<file path="src/rtl/pulse_train_gen.sv">
// pulse_train_gen: emits count_i pulses of HIGH_CYCLES high / LOW_CYCLES low, then a done strobe
//   clk_i   : clock, rising edge
//   rst_ni  : asynchronous active-low reset
//   start_i : request a train (accepted when ready_o=1)
//   count_i : number of pulses, latched on acceptance
//   ready_o : high in IDLE only
//   pulse_o : registered pulse-train output
//   done_o  : registered one-cycle completion strobe
module pulse_train_gen #(
  parameter int HIGH_CYCLES = 5,
  parameter int LOW_CYCLES  = 5,
  parameter int CNT_W       = 8
) (
  input  logic             clk_i,
  input  logic             rst_ni,
  input  logic             start_i,
  input  logic [CNT_W-1:0] count_i,
  output logic             ready_o,
  output logic             pulse_o,
  output logic             done_o
);
  localparam int MAXC = (HIGH_CYCLES > LOW_CYCLES) ? HIGH_CYCLES : LOW_CYCLES;
  localparam int PW   = $clog2(MAXC + 1);
  typedef enum logic [1:0] {IDLE, HIGH, LOW} state_t;
  state_t           state, state_n;
  logic [PW-1:0]    phase, phase_n;
  logic [CNT_W-1:0] rem, rem_n;
  logic             done_n;
  logic             accept;
  assign ready_o = (state == IDLE);
  assign accept  = start_i & ready_o;
  // phase counts down to zero and is reloaded on each state change; rem is
  // decremented at the end of every HIGH phase so it can never wrap
  always_comb begin
    state_n = state;
    phase_n = phase;
    rem_n   = rem;
    done_n  = 1'b0;
    case (state)
      IDLE: if (accept) begin
        rem_n = count_i;
        if (count_i != '0) begin
          state_n = HIGH;
          phase_n = PW'(HIGH_CYCLES - 1);
        end else done_n = 1'b1;
      end
      HIGH: if (phase == '0) begin
        state_n = LOW;
        phase_n = PW'(LOW_CYCLES - 1);
        rem_n   = rem - 1'b1;
      end else phase_n = phase - 1'b1;
      LOW: if (phase == '0) begin
        if (rem != '0) begin
          state_n = HIGH;
          phase_n = PW'(HIGH_CYCLES - 1);
        end else begin
          state_n = IDLE;
          done_n  = 1'b1;
        end
      end else phase_n = phase - 1'b1;
      default: state_n = IDLE;
    endcase
  end
  // pulse_o follows the next state so it rises in the first cycle after acceptance
  always_ff @(posedge clk_i or negedge rst_ni) begin
    if (!rst_ni) begin
      state   <= IDLE;
      phase   <= '0;
      rem     <= '0;
      pulse_o <= 1'b0;
      done_o  <= 1'b0;
    end else begin
      state   <= state_n;
      phase   <= phase_n;
      rem     <= rem_n;
      pulse_o <= (state_n == HIGH);
      done_o  <= done_n;
    end
  end
endmodule

</file>
<file path="config.mk">
export PLATFORM = sky130hd
export DESIGN_NAME = pulse_train_gen
export DESIGN_NICKNAME = d
export VERILOG_FILES = /design/src/rtl/pulse_train_gen.sv
export SDC_FILE = /design/constraint.sdc
export NUM_CORES = 1
export LEC_CHECK = 0
export CAP_MARGIN = 25
export CORE_UTILIZATION = 57
export DETAILED_ROUTE_END_ITERATION = 8
export GPL_TIMING_DRIVEN = 0
export PLACE_DENSITY = 0.83
export SKIP_CTS_REPAIR_TIMING = 1
export SLEW_MARGIN = 10
export SYNTH_ARGS = -nofsm -noshare
export SYNTH_HDL_FRONTEND = slang
export SYNTH_SLANG_ARGS = --single-unit
</file>
<file path="constraint.sdc">
create_clock -name clk_i -period 3.8 [get_ports clk_i]
set_input_delay 0.38 -clock clk_i [delete_from_list [all_inputs] [get_ports clk_i]]
set_output_delay 0.38 -clock clk_i [all_outputs]
set_load 0.05 [all_outputs]
</file>
# Yosys cells after proc, flatten, opt, wreduce, memory -nomap -nowiden
# Index checks and enable logic that the tools add are counted.
[classes]
add_sub_neg = 2
reduce_logical = 8
eq_ne = 7
n_mux = 20
bitwise_logic = 1
[ops]
columns = ["op", "count"]
rows = [
  ["2-to-1 mux 8 bit", 2],
  ["case mux 8 bit (2 select lines)", 1],
  ["nonzero test 8 bit", 2],
  ["2-to-1 mux 3 bit", 5],
  ["case mux 3 bit (3 select lines)", 1],
  ["2-to-1 mux 2 bit", 4],
  ["subtractor 8 x 1 -> 8 bit (second input constant)", 1],
  ["case mux 2 bit (3 select lines)", 1],
  ["2-to-1 mux 1 bit", 5],
  ["equality test 2 x 1 -> 1 bit (second input constant)", 2],
  ["inequality test 2 x 1 -> 1 bit (second input constant)", 2],
  ["AND reduction 4 bit", 1],
  ["zero test 3 bit", 1],
  ["inequality test 3 bit (second input constant)", 1],
  ["AND reduction 3 bit", 1],
  ["nonzero test 3 bit", 1],
  ["subtractor 3 x 1 -> 3 bit (second input constant)", 1],
  ["equality test 2 bit (second input constant)", 1],
  ["zero test 2 bit", 1],
  ["inequality test 2 bit (second input constant)", 1],
  ["case mux 1 bit (2 select lines)", 1],
  ["nonzero test 2 bit", 1],
  ["bitwise AND 1 bit", 1],
]
[totals]
ff_bits = 15
inputBits = 11
output_inout_bits = 3
wordCells = 43

# Depth between registers and ports, before layout
# Gate-level depths: netlist of run 1.
[depth]
word_depth = 5
ltp_mapped = 7

# Least setup slack after synthesis of run 1
# OpenSTA, ideal clock, no wires.
[synth_path]
path_type = "register to register"
startpoint = "register state[1]"
endpoint = "register rem[7]"
synth_period_minus_slack_ps = 2072
arrival_ps = 1951
setup_slack_ps = 1728
path_stages_with_launch = 8
t_required_ps = 3679
setup_time_ps = 121
n_path_buf = 1
cell_sequence = "dfrtp_1 -> inv_1 -> ha_1 -> buf_2 -> mux2i_1 -> a21o_1 -> a21oi_1 -> o22a_1"
[synth_via]
elab_chain_cells = 4
elab_cells_between_ends = 8
[synth_rtl]
columns = ["item", "line", "source"]
rows = [
  ["start: declaration", "25", "state_t state, state_n;"],
  ["start signal: assignment", "73", "state <= state_n;"],
  ["zero test 2 bit (*)", "30", "assign ready_o = (state == IDLE);"],
  ["named net ready_o", "18", "output logic ready_o,"],
  ["bitwise AND 1 bit", "31", "assign accept = start_i & ready_o;"],
  ["inequality test 2 x 1 -> 1 bit (no source line)", "n/a", ""],
  ["AND reduction 3 bit (no source line)", "n/a", ""],
  ["end signal: assignment", "75", "rem <= rem_n;"],
  ["end: declaration", "27", "logic [CNT_W-1:0] rem, rem_n;"],
]
# Mark *: on every way through the listed nets, which the timed path passes. The rest lies on a longest branch.
# A chain may end at the register's enable or synchronous reset.

# Final worst setup path of run 1
[layout_path]
startpoint = "register state[1]"
endpoint = "output ready_o"
[layout_via]
elab_chain_cells = 1
[layout_rtl]
columns = ["item", "line"]
rows = [
  ["zero test 2 bit", "30"],
  ["end: declaration", "18"],
]
# No other way between the ends.

==> impl.org, run 1 <==
** Route
- Wire segments on met2 add up to 924 um in the final route.
- Total DRC errors in the routed layout :: 1
- The routed layout has 897 vias.
- After the first detailed-routing iteration, the DRC count stood at 28.
- In the routed layout, each cell is associated on average with a via count of 6.41.
- Met3 wire length :: 116 um
- In the final routing, the length of wire on met1 measures 1.02 mm.
- Once detail routing completed, the nets flagged for antenna violations numbered 0.
- Pre-antenna DRT Iters :: 7
- The highest layer touched by signal routing is met4.
- Summed over all layers, the routed wires come to 2.09 mm.
- Dividing the detail-routed wire length by the instance count gives 15.0 um.

** Synth
- Area fraction in compound gates after synthesis :: 28.4%
- Cells after Synth :: 107
- Post-synth design cell area :: 1000 um^2
- After synthesis the netlist holds a flip-flop and latch count of 15.
- Synth warn :: 0
- The synthesized design contains 0 enable-type register cells.
- Synthesized-area fraction occupied by and/or/nand/nor cells :: 20.5%
- The number of different library cells used by synthesis comes to 44.
- After synthesis, the mean cell area works out to 9.35 um^2.
- Post-synthesis net count :: 123
- Post-Synth Adder-Cell Area :: 6.25%
- Combinational family with the most area after synthesis :: compound AO/OA/AOI/OAI gates
- Sequential elements use 37.5% of the synthesized area.
- Predominant post-synthesis flop cell :: sky130_fd_sc_hd__dfrtp_1
- After synthesis, the share of flip-flops with an asynchronous set or reset is 100%.
- After synthesis, the share of cell area in mux cells is 3.50%.
- The synthesized netlist devotes 0% of its cell area to XOR and XNOR gates.

** CTS
- Cts bufs inserted :: 3
- Clock edge transition at the registers on the reported setup and hold paths :: 0.10 ns
- TritonCTS built the clock tree.
- Clock tree synthesis found a total of 15 sinks.
- Maximum clock insertion buffer count :: 2
- In this run the number of H-tree levels came out at 1.
- The clock reaches the later pin of the worst-skew pair after 0.29 ns.
- Clock tree synthesis selected as its root buffer the cell sky130_fd_sc_hd__clkbuf_4.

** Die
- Measured along the y axis, the die boundary spans 43.9 um.
- After floorplanning, the core was sized to cover 1580 um^2.
- The floorplan step defined a die boundary enclosing 1930 um^2.
- In this run the count of I/O pins placed on the die edge is 14.
- Once the floorplan was initialized, standard cells occupied 63.5% of the core.
- After floorplanning, the core was divided into 14 placement rows.
- Die X-Extent :: 43.9 um

** Power and ir drop
- Total internal power :: 0.000523 W
- The clock network is responsible for 9.7% of the overall power.
- Combinational cells account for 58.5% of the total power.
- Switching part of the total :: 46.6%
- Worst IR Drop VDD :: 469 uV
- Sw power :: 0.000457 W
- In this run the power density over the cells is 831 nW/um^2.
- Sequential power share :: 31.8%
- Static power due to leakage :: 0.503 nW

** Final layout
- The post-route netlist has 16.1% of its cells at a drive strength greater than 1.
- The filler cells instantiated in the layout total 108.
- Antenna diodes :: 0
- Area Overhead vs Synth :: 17.7%
- Final net count :: 141

** GRT
- Overflow left after global routing :: 0
- Number of global-route vias before repair :: 844
- Entering global routing, the biggest net connects 16 pins.
- The first global-routing pass estimated 3.60 mm of wire.
- Antenna violations before repair :: 0
- Global routing used 24.8% of the available tracks across all layers.

** Worst setup path
- Worst setup path category :: reg2out
- Worst path buffer plus inverter count :: 2
- Worst-path cell chain :: inv_1, ha_1, clkdlybuf4s50_1
- End of the worst register-to-register path :: phase[0]
- Setup crit start kind :: flop
- Worst-path maximum fanout :: 4
- STA puts the critical path data required time at 3.42 ns.
- Critical Path Slowest Stage Cell :: sky130_fd_sc_hd__clkdlybuf4s50_1
- Max incr delay on CP :: 0.80 ns
- For flop-to-flop paths, the worst setup slack is 1.67 ns.
- Endpoint class of the critical path :: output pin
- Largest delay share family, worst path :: buffers and inverters
- Data on the critical path arrives at its endpoint at 1.79 ns.
- In this run the critical register-to-register path is launched from state[0].
- The worst register-to-register path has a depth of 6.

** Place
- Post-DP HPWL :: 1.58 mm
- Timing analysis after detailed placement gives a worst setup slack of 1.53 ns.
- Buffers placed on the I/O ports in this run total 13.
- GPL Wtd Cong :: 0.820

** Timing
- Setup slack closes at 1.63 ns.
- TNS Setup :: 0 ns
- Ratio of final minimum period to clock period :: 57.2%
- Final setup vio count :: 0
- Based on the critical path, the design can be clocked at up to 0.460 GHz.
- Fin. max-slew vios :: 0
- The number of failing hold endpoints at the final stage came to 0.
- Worst hold slack after final layout :: 0.472 ns
- RSZ-0062 raised after global routing :: no
- Min Tclk post-route :: 2.17 ns
- For the pin with the worst max-slew slack, the measured transition is 0.712 ns.
- Headroom to the max-slew limit came out at 52.2%.
- Post-Route Skew :: 0.00267 ns

** Hold path
- Worst min path class :: in2async

** Job
- Max-capacitance violation count :: 0

** Status
- Result of the run :: complete, but fails checks
- The final reports fail on design-rule violations.
how the worst max path moves through the flow:
stage / startpoint / depth (start not counted) / slack [ns] / end
after floorplan: state[1] / 7 / 1.73 / rem[7]
after global placement: count_i[4] / 5 / 1.56 / phase[0]
final: state[1] / 3 / 1.63 / ready_o
after global routing: state[1] / 3 / 1.55 / ready_o
after CTS: state[1] / 3 / 1.63 / ready_o
after detailed placement: count_i[4] / 5 / 1.53 / phase[0]
flip-flops by register name (all words and copies together) (netlist names):
| signal | cells |
|---|---|
| rem | 8 |
| done_o | 1 |
| phase | 3 |
| state | 2 |
| pulse_o | 1 |
kinds of logic (layout without fill, tap and decap cells):
kind of cell,count (synthesis),after routing
adder cells (fa/ha/maj),5,5
buffers and inverters,10,27
flip-flops,15,15
AO/OA/AOI/OAI,40,40
AND/OR/NAND/NOR,34,34
multiplexers,3,3
area by class of cell:
class	count	area, um^2	share of cell area (%)
Multi-Input combinational cell	82	587	49.8
Sequential cell	15	375	31.8
Timing Repair Buffer	13	130	11.0
Clock buffer	3	22.5	1.91
Buffer	5	20.0	1.70
Tap cell	16	20.0	1.70
Inverter	5	18.8	1.59
Clock inverter	1	5.00	0.425
placed cells by master, fill, tap and decap left out, drive strengths merged, types with 3 or more instances in the layout:
master,instances
o22ai,4
inv,5
a21o,3
ha,5
nor2,6
clkbuf,7
nand2,10
a21oi,7
clkdlybuf4s50,13
or4,5
o21ai,9
dfrtp,15
metal layers:
metal  GRT usage [%]  vias up
li1                -      441
met1            36.8      417
met2            37.3       34
met3            2.92        5
met4            9.09        0
met5               0        -
worst register-to-register path, cell delays in order, from the launching register on:
cell	delay, ns
sky130_fd_sc_hd__dfrtp_1	0.43
sky130_fd_sc_hd__inv_1	0.10
sky130_fd_sc_hd__ha_1	0.21
sky130_fd_sc_hd__or4b_4	0.49
sky130_fd_sc_hd__nor4_4	0.33
sky130_fd_sc_hd__a211o_2	0.18
sky130_fd_sc_hd__mux2_4	0.30
cells in the mapped netlist, types with 3 or more instances:
| library cell | count | area (um^2) |
|---|---|---|
| sky130_fd_sc_hd__a21oi_1 | 6 | 30.0 |
| sky130_fd_sc_hd__clkbuf_1 | 4 | 15.0 |
| sky130_fd_sc_hd__o21ai_0 | 8 | 40.0 |
| sky130_fd_sc_hd__ha_1 | 5 | 62.6 |
| sky130_fd_sc_hd__o22ai_1 | 4 | 25.0 |
| sky130_fd_sc_hd__a21o_1 | 3 | 22.5 |
| sky130_fd_sc_hd__or4_1 | 4 | 30.0 |
| sky130_fd_sc_hd__inv_1 | 5 | 18.8 |
| sky130_fd_sc_hd__dfrtp_1 | 15 | 375 |
| sky130_fd_sc_hd__nand2_1 | 10 | 37.5 |
| sky130_fd_sc_hd__nor2_1 | 6 | 22.5 |
metrics by stage:
step / util, % / instances / area [um^2] / power, W
global placement: 73.0 / 136 / 1150 / 0.000856
detailed placement: 73.0 / 136 / 1150 / 0.000883
floorplan: - / 107 / 1000 / 0.000746
global route: 74.8 / 140 / 1180 / 0.00107
CTS: 74.8 / 140 / 1180 / 0.000976
finish: 74.8 / 140 / 1180 / 0.000979
power groups by stage:
stage	Clock, W	Sequential, W	Combinational [W]
finish	0.0000954	0.000311	0.000573
global placement	0	0.000307	0.000549
global route	0.000100	0.000323	0.000643
detailed placement	0	0.000313	0.000570
CTS	0.0000959	0.000309	0.000572
floorplan	0	0.000312	0.000434
Power figures use the tool's default switching activity.
==> inputs of run 2 (changes only) <==
- CORE_UTILIZATION: 57 -> 53
- PLACE_DENSITY: 0.83 -> 0.78
- clock period: 3.8 -> 2.15 ns (I/O delays scaled with it)
==> impl.org, run 2 (same netlist as run 1, synthesis figures left out) <==
** Die
- Starting density of the core :: 57.3% (-6.1 points)
- The cell row count is 15 (+1).
- The y dimension of the die is 45.5 um (+3.5%).
- The width of the die was 45.5 um (+3.5%).
- The full die area came to 2070 um^2 (+7.2%).
- Area inside the core boundary :: 1750 um^2 (+11%)
- The number of top-level design ports is 14 (unchanged).

** Final layout
- Number of non-filler instances in the completed layout :: 151 (+7.9%)
- The number of flip-flops under the largest register name is 8 (unchanged).
- Final net count :: 143 (+1.4%)
- From synthesis to final layout, the design area changed by 20.2%.
- The total of fill cells in the finished design was 143 (+32%).
- Leaving out fill and tap cells, the most frequent cell in the layout is sky130_fd_sc_hd__dfrtp_1.
- The library cells used most frequently in the layout, excluding fill and tap cells, are sky130_fd_sc_hd__dfrtp_1 (15), sky130_fd_sc_hd__clkdlybuf4s50_1 (13), sky130_fd_sc_hd__nand2_1 (10).
- Share of cells above drive strength 1 :: 16.7% (+0.54 points)
- In the final layout, the registers with the most flip-flops are rem: 8 flops, phase: 3 flops, state: 2 flops.
- The antenna diode count is 0 (unchanged).
- More flip-flops sit in one register than any other, and that register is rem.

** Timing
- The clock tree skew after final layout was 0.00554 ns (+0.00287 ns).
- The number of failing hold endpoints at the final stage came to 0 (unchanged).
- Worst-Margin Slew :: 0.702 ns (-0.0102 ns)
- The max-slew violation count was 0 (unchanged).
- Ratio of final minimum period to clock period :: 96.3%
- Max_slew headroom :: 52.8% (+0.68 points)
- Min Tclk post-route :: 2.07 ns
- The final setup violation count is 0 (unchanged).
- Maximum clock rate :: 0.483 GHz

** Route
- Remaining antenna violation count :: 0 (unchanged)
- The total wire length after detailed routing is 2.18 mm (+3.9%).
- Overall via count from detail_route :: 925 (+3.1%)
- Pre-antenna DRT Iters :: 4 (-3)
- Per-cell via count in the routed design :: 6.13 (-4.4%)
- Total DRC errors in the routed layout :: 0 (-1)
- The iteration-0 DRC count of the detailed router is 20 (-29%).
- The average wire per cell in the routed design came to 14.4 um (-3.7%).

** CTS
- Clock sink count :: 15 (unchanged)
- Maximum clock insertion buffer count :: 2 (unchanged)
- Cts bufs inserted :: 3 (unchanged)
- H-tree levels :: 1 (unchanged)
- TritonCTS clock tree :: yes
- The post-CTS clock slew at the launch and capture registers of the worst setup and hold paths came to 0.09 ns (about the same).
- Root Buffer :: sky130_fd_sc_hd__clkbuf_4
- The clock latency of the later-clocked register in the worst-skew pair came to 0.29 ns (about the same).

** GRT
- The global-route wire length before repair came to 3.45 mm (-4.2%).
- Antenna violations before repair :: 0 (unchanged)
- The maximum number of pins on one net before global-route repair came to 16 (unchanged).
- The remaining global-route overflow came to 0 (unchanged).
- Total routing resource utilization after global routing :: 23.3% (-1.5 points)
- Number of global-route vias before repair :: 782 (-7.3%)

** Power and ir drop
- Combinational share of power :: 58.8% (+0.3 points)
- The internal power component was 0.000930 W (+78%).
- The net switching power was 0.000807 W (+77%).
- Final Total Pwr :: 0.00174 W (+77%)
- Static power due to leakage :: 0.511 nW (+1.6%)
- Worst IR Drop VDD :: 846 uV (+80%)
- The power per cell area was 1440 nW/um^2 (+74%).
- Switching part of the total :: 46.5% (-0.15 points)
- The clock share of power is 9.4% (-0.3 points).
- The register share of total power is 31.8% (about the same).

** Status
- The flow ran to the end, and the final reports show no timing, DRC or antenna violations.

** Worst setup path
- Worst path buffer plus inverter count :: 1 (-1)
- Largest delay share family, worst path :: simple AND/OR/NAND/NOR gates
- The required time of the critical path was 2.32 ns (-1.10 ns).
- Worst-path cell chain :: inv_1, ha_1, or4b_4, nor4_4, a211o_2, mux2_4
- The slowest stage of the critical path belongs to the cell sky130_fd_sc_hd__or4b_4.
- The worst setup path is of the reg2reg kind.
- The worst setup path is captured at a flop.
- STA classifies the critical path startpoint as a flop.
- The critical path's largest stage delay is 0.49 ns (-0.31 ns).
- The top fanout value on the critical path came to 4 (unchanged).
- The arrival time at the worst endpoint came to 2.24 ns (+0.45 ns).

** Place
- The placer's final routability congestion estimate came to 0.806 (-1.7%).
- Dpl cells :: 145 (+6.6%)
- The half-perimeter wire length after detailed placement is 1.63 mm (+3.3%).
- The number of input and output port buffers inserted came to 13 (unchanged).

** Hold path
- The worst hold path belongs to the class in2async.

** Job
- Max-capacitance violation count :: 0 (unchanged)
==> run 2: cell types whose count changed in the layout (fill, tap and decap cells not counted) <==
| cell | delta |
|---|---|
| sky130_fd_sc_hd__buf_4 | +2 |
| sky130_fd_sc_hd__clkbuf_1 | +1 |
| sky130_fd_sc_hd__clkinv_2 | -1 |
==> run 2: area by class of cell <==
| class | count | area, um^2 | area share (%) |
|---|---|---|---|
| Multi-Input combinational cell | 82 | 587 | 48.8 |
| Inverter | 5 | 18.8 | 1.56 |
| Timing Repair Buffer | 15 | 145 | 12.1 |
| Tap cell | 25 | 31.3 | 2.60 |
| Clock buffer | 4 | 26.3 | 2.18 |
| Sequential cell | 15 | 375 | 31.2 |
| Buffer | 5 | 20.0 | 1.66 |
==> run 2: path summary, 6_finish.rpt <==
path                       startpoint  endpoint  slack [ns]  cells after the start
setup / recovery             state[0]  phase[0]        0.08                      6
hold / removal                 rst_ni    rem[0]        0.32                      1
setup reg to reg             state[0]  phase[0]        0.08                      6
hold reg to reg                rem[0]    rem[0]        0.55                      2
max in group asynchronous      rst_ni  phase[0]        1.40                      1
min in group clk_i         count_i[4]    rem[4]        0.54                      3
==> run 2: per-stage QoR <==
step | hold WS [ns] | TNS [ns] | util [%] | area (um^2) | worst slack (ns)
2_1_floorplan | -0.0806 | 0 | - | 1000 | 0.0783
3_3_place_gp | 0.523 | 0 | 66.6 | 1160 | 0.0621
3_5_place_dp | 0.533 | 0 | 66.6 | 1160 | 0.0548
4_1_cts | 0.341 | 0 | 68.1 | 1190 | 0.0175
5_1_grt | 0.373 | -0.00252 | 69.0 | 1200 | -0.00252
6_report | 0.324 | 0 | 69.0 | 1200 | 0.0799
==> run 2: power groups by stage <==
stage                     Clock (W)  Sequential [W]  Combinational [W]
final                      0.000164        0.000552            0.00102
after global routing       0.000182        0.000568            0.00114
after floorplan                   0        0.000552           0.000766
after CTS                  0.000169        0.000548            0.00102
after detailed placement          0        0.000554            0.00101
after global placement            0        0.000545           0.000971
==> run 2: per-layer routing <==
| layer | global-route usage (%) | part of all wire (%) | vias to the layer above |
|---|---|---|---|
| li1 | - | - | 446 |
| met1 | 31.8 | 47 | 439 |
| met2 | 35.1 | 46 | 33 |
| met3 | 5.56 | 5.0 | 7 |
| met4 | 9.70 | 2.0 | 0 |
| met5 | 0 | 0 | - |
==> run 2: worst register-to-register path, cell delays in order, from the launching register on <==
cell and delay (ns):
sky130_fd_sc_hd__dfrtp_1 0.42, sky130_fd_sc_hd__inv_1 0.09, sky130_fd_sc_hd__ha_1 0.21, sky130_fd_sc_hd__or4b_4 0.49, sky130_fd_sc_hd__nor4_4 0.27, sky130_fd_sc_hd__a211o_2 0.18, sky130_fd_sc_hd__mux2_4 0.30
==> inputs of run 3 (changes only) <==
- CORE_MARGIN: not set -> 4
==> impl.org, run 3 (same netlist as run 1, synthesis figures left out) <==
** Final layout
- The final standard cell utilization of the core is 68.2% (-0.80 points).
- Counting flops per register, the top entry is rem.
- Most common cell after layout, fill and taps aside :: sky130_fd_sc_hd__dfrtp_1
- Antenna diodes :: 0 (unchanged)
- Final net count :: 142 (-0.70%)
- Leading registers by flop count :: rem: 8 flops, phase: 3 flops, state: 2 flops
- The top cell types in the final layout, fill and taps aside, are sky130_fd_sc_hd__dfrtp_1 (15), sky130_fd_sc_hd__clkdlybuf4s50_1 (13), sky130_fd_sc_hd__nand2_1 (10).
- The fraction of final layout cells sized beyond drive strength 1 is 17.6% (+0.93 points).
- Area Overhead vs Synth :: 20.1%
- The number of flip-flops under the largest register name was 8 (unchanged).

** Timing
- Maximum clock rate :: 0.485 GHz (+0.33%)
- The clock tree skew after final layout came to 0.00272 ns (-0.00283 ns).
- The final critical-path share of the clock period is 96.0% (-0.31 points).
- Number of hold-slack violations in the final timing report :: 0 (unchanged)
- The normalized max-slew margin was 55.1% (+2.2 points).
- Fin. max-slew vios :: 0 (unchanged)
- The final critical path time including I/O delays and setup was 2.06 ns (-0.00672 ns).
- RSZ-0062 raised after global routing :: no
- Final setup vio count :: 0 (unchanged)
- The actual transition at the worst max-transition pin was 0.671 ns (-0.0304 ns).
- The aggregate negative setup slack is 0 ns (unchanged).

** Route
- The remaining number of nets flagged by the antenna check after routing came to 0 (unchanged).
- The iteration-0 DRC count of the detailed router is 12 (-40%).
- Total DRC errors in the routed layout :: 0 (unchanged)
- The average vias per placed instance was 5.99 (-2.2%).
- The via count of the routed design is 899 (-2.8%).
- The average wire per cell in the routed design was 14.7 um (+2.1%).
- Post-detailed-routing wire length :: 2.21 mm (+1.4%)
- Pre-antenna DRT Iters :: 4 (unchanged)

** CTS
- H-tree levels :: 1 (unchanged)
- The root buffer cell chosen for the clock tree is sky130_fd_sc_hd__clkbuf_4.
- Clock edge transition at the registers on the reported setup and hold paths :: 0.09 ns (about the same)
- The clock latency of the later-clocked register in the worst-skew pair came to 0.28 ns (about the same).
- TritonCTS clock tree :: yes
- The CTS buffer count was 3 (unchanged).
- The maximum clock path buffer count came to 2 (unchanged).
- The clock sink count was 15 (unchanged).

** Die
- The full die area was 2650 um^2 (+28%).
- Die X-Extent :: 51.5 um (+13%)
- The standard cell core area was 1760 um^2 (+1.1%).
- Die height :: 51.5 um (+13%)
- Starting density of the core :: 56.7% (-0.61 points)
- The number of top-level design ports came to 14 (unchanged).
- The cell row count was 15 (unchanged).

** Worst setup path
- Grouping stages by cell kind, the critical path spends the most delay in simple AND/OR/NAND/NOR gates.
- Worst path buffer plus inverter count :: 1 (unchanged)
- The number of cells traversed by the worst register-to-register path came to 6 (unchanged).
- The worst setup path is launched from a flop.
- Worst-path maximum fanout :: 4 (unchanged)
- The critical path's largest stage delay is 0.48 ns (about the same).
- Endpoint class of the critical path :: flop
- Worst setup path category :: reg2reg
- Path length in cells of the critical path :: 6 (unchanged)
- The slowest stage of the critical path belongs to the cell sky130_fd_sc_hd__or4b_4.
- The critical path goes through inv_1, ha_2, or4b_4, nor4_4, a211o_2, mux2_4.
- The arrival time at the worst endpoint was 2.24 ns (about the same).
- The required time of the critical path was 2.32 ns (about the same).

** Hold path
- The worst hold path belongs to the class in2async.

** GRT
- First-pass GRT wire length :: 3.67 mm (+6.4%)
- The total global-route track usage was 18.4% (-4.9 points).
- The number of global-route vias before repair was 839 (+7.3%).
- The maximum number of pins on one net before global-route repair was 16 (unchanged).
- The number of antenna violations at the first check in global routing is 0 (unchanged).
- The remaining global-route overflow is 0 (unchanged).

** Power and ir drop
- Worst IR Drop VDD :: 764 uV (-9.7%)
- The reported leakage power was 0.502 nW (-1.8%).
- Power per Cell Area :: 1450 nW/um^2 (+0.26%)

** Place
- The placer's final routability congestion estimate was 0.843 (+4.6%).
- Buffers on Ports :: 13 (unchanged)
- Post-DP HPWL :: 1.69 mm (+4.0%)

** Job
- The max-capacitance violation count came to 0 (unchanged).

** Status
- The run finished with clean final reports.
-- run 3: cell count changes in the layout (fill, tap and decap cells not counted) --
cell                      previous run  this run
sky130_fd_sc_hd__buf_4               2         1
sky130_fd_sc_hd__mux2i_2             0         1
sky130_fd_sc_hd__mux2i_1             2         1
sky130_fd_sc_hd__ha_1                5         4
sky130_fd_sc_hd__ha_2                0         1
-- run 3: final timing paths --
| kind | slack [ns] | start | endpoint |
|---|---|---|---|
| max in group asynchronous | 1.38 | rst_ni | rem[3] |
| max | 0.09 | state[0] | phase[0] |
| min reg2reg | 0.57 | rem[0] | rem[0] |
| max reg2reg | 0.09 | state[0] | phase[0] |
| min in group clk_i | 0.56 | count_i[5] | rem[5] |
| min | 0.34 | rst_ni | state[0] |
-- run 3: per-stage QoR --
stage	std cells	cell area [um^2]	hold WS [ns]	power (W)	worst slack (ns)
floorplan	107	1000	-0.0806	0.00132	0.0783
global placement	145	1160	0.519	0.00152	0.0480
detailed placement	145	1160	0.543	0.00156	0.0226
CTS	149	1190	0.362	0.00173	-0.00410
global route	150	1200	0.402	0.00188	0.0179
finish	150	1200	0.339	0.00174	0.0866
-- run 3: layout make-up --
cell class,instances,area [um^2]
Sequential cell,15,375
Fill cell,171,562
Buffer,5,20.0
Clock buffer,4,26.3
Timing Repair Buffer,14,138
Tap cell,25,31.3
Inverter,5,18.8
Multi-Input combinational cell,82,593
-- run 3: where the power goes --
group / leakage [nW] / switching (W) / internal (W)
logic: 0.305 / 0.000573 / 0.000453
registers: 0.182 / 0.000143 / 0.000410
clock network: 0.0150 / 0.0000887 / 0.0000719
-- run 3: per-layer routing --
| metal | share of wire [%] | vias to the layer above | track usage (%) |
|---|---|---|---|
| met2 | 49 | 20 | 32.0 |
| met3 | 3.9 | 6 | 2.92 |
| met4 | 1.6 | 0 | 7.42 |
| met1 | 45 | 429 | 22.4 |
| li1 | - | 444 | - |
| met5 | 0 | - | 0 |
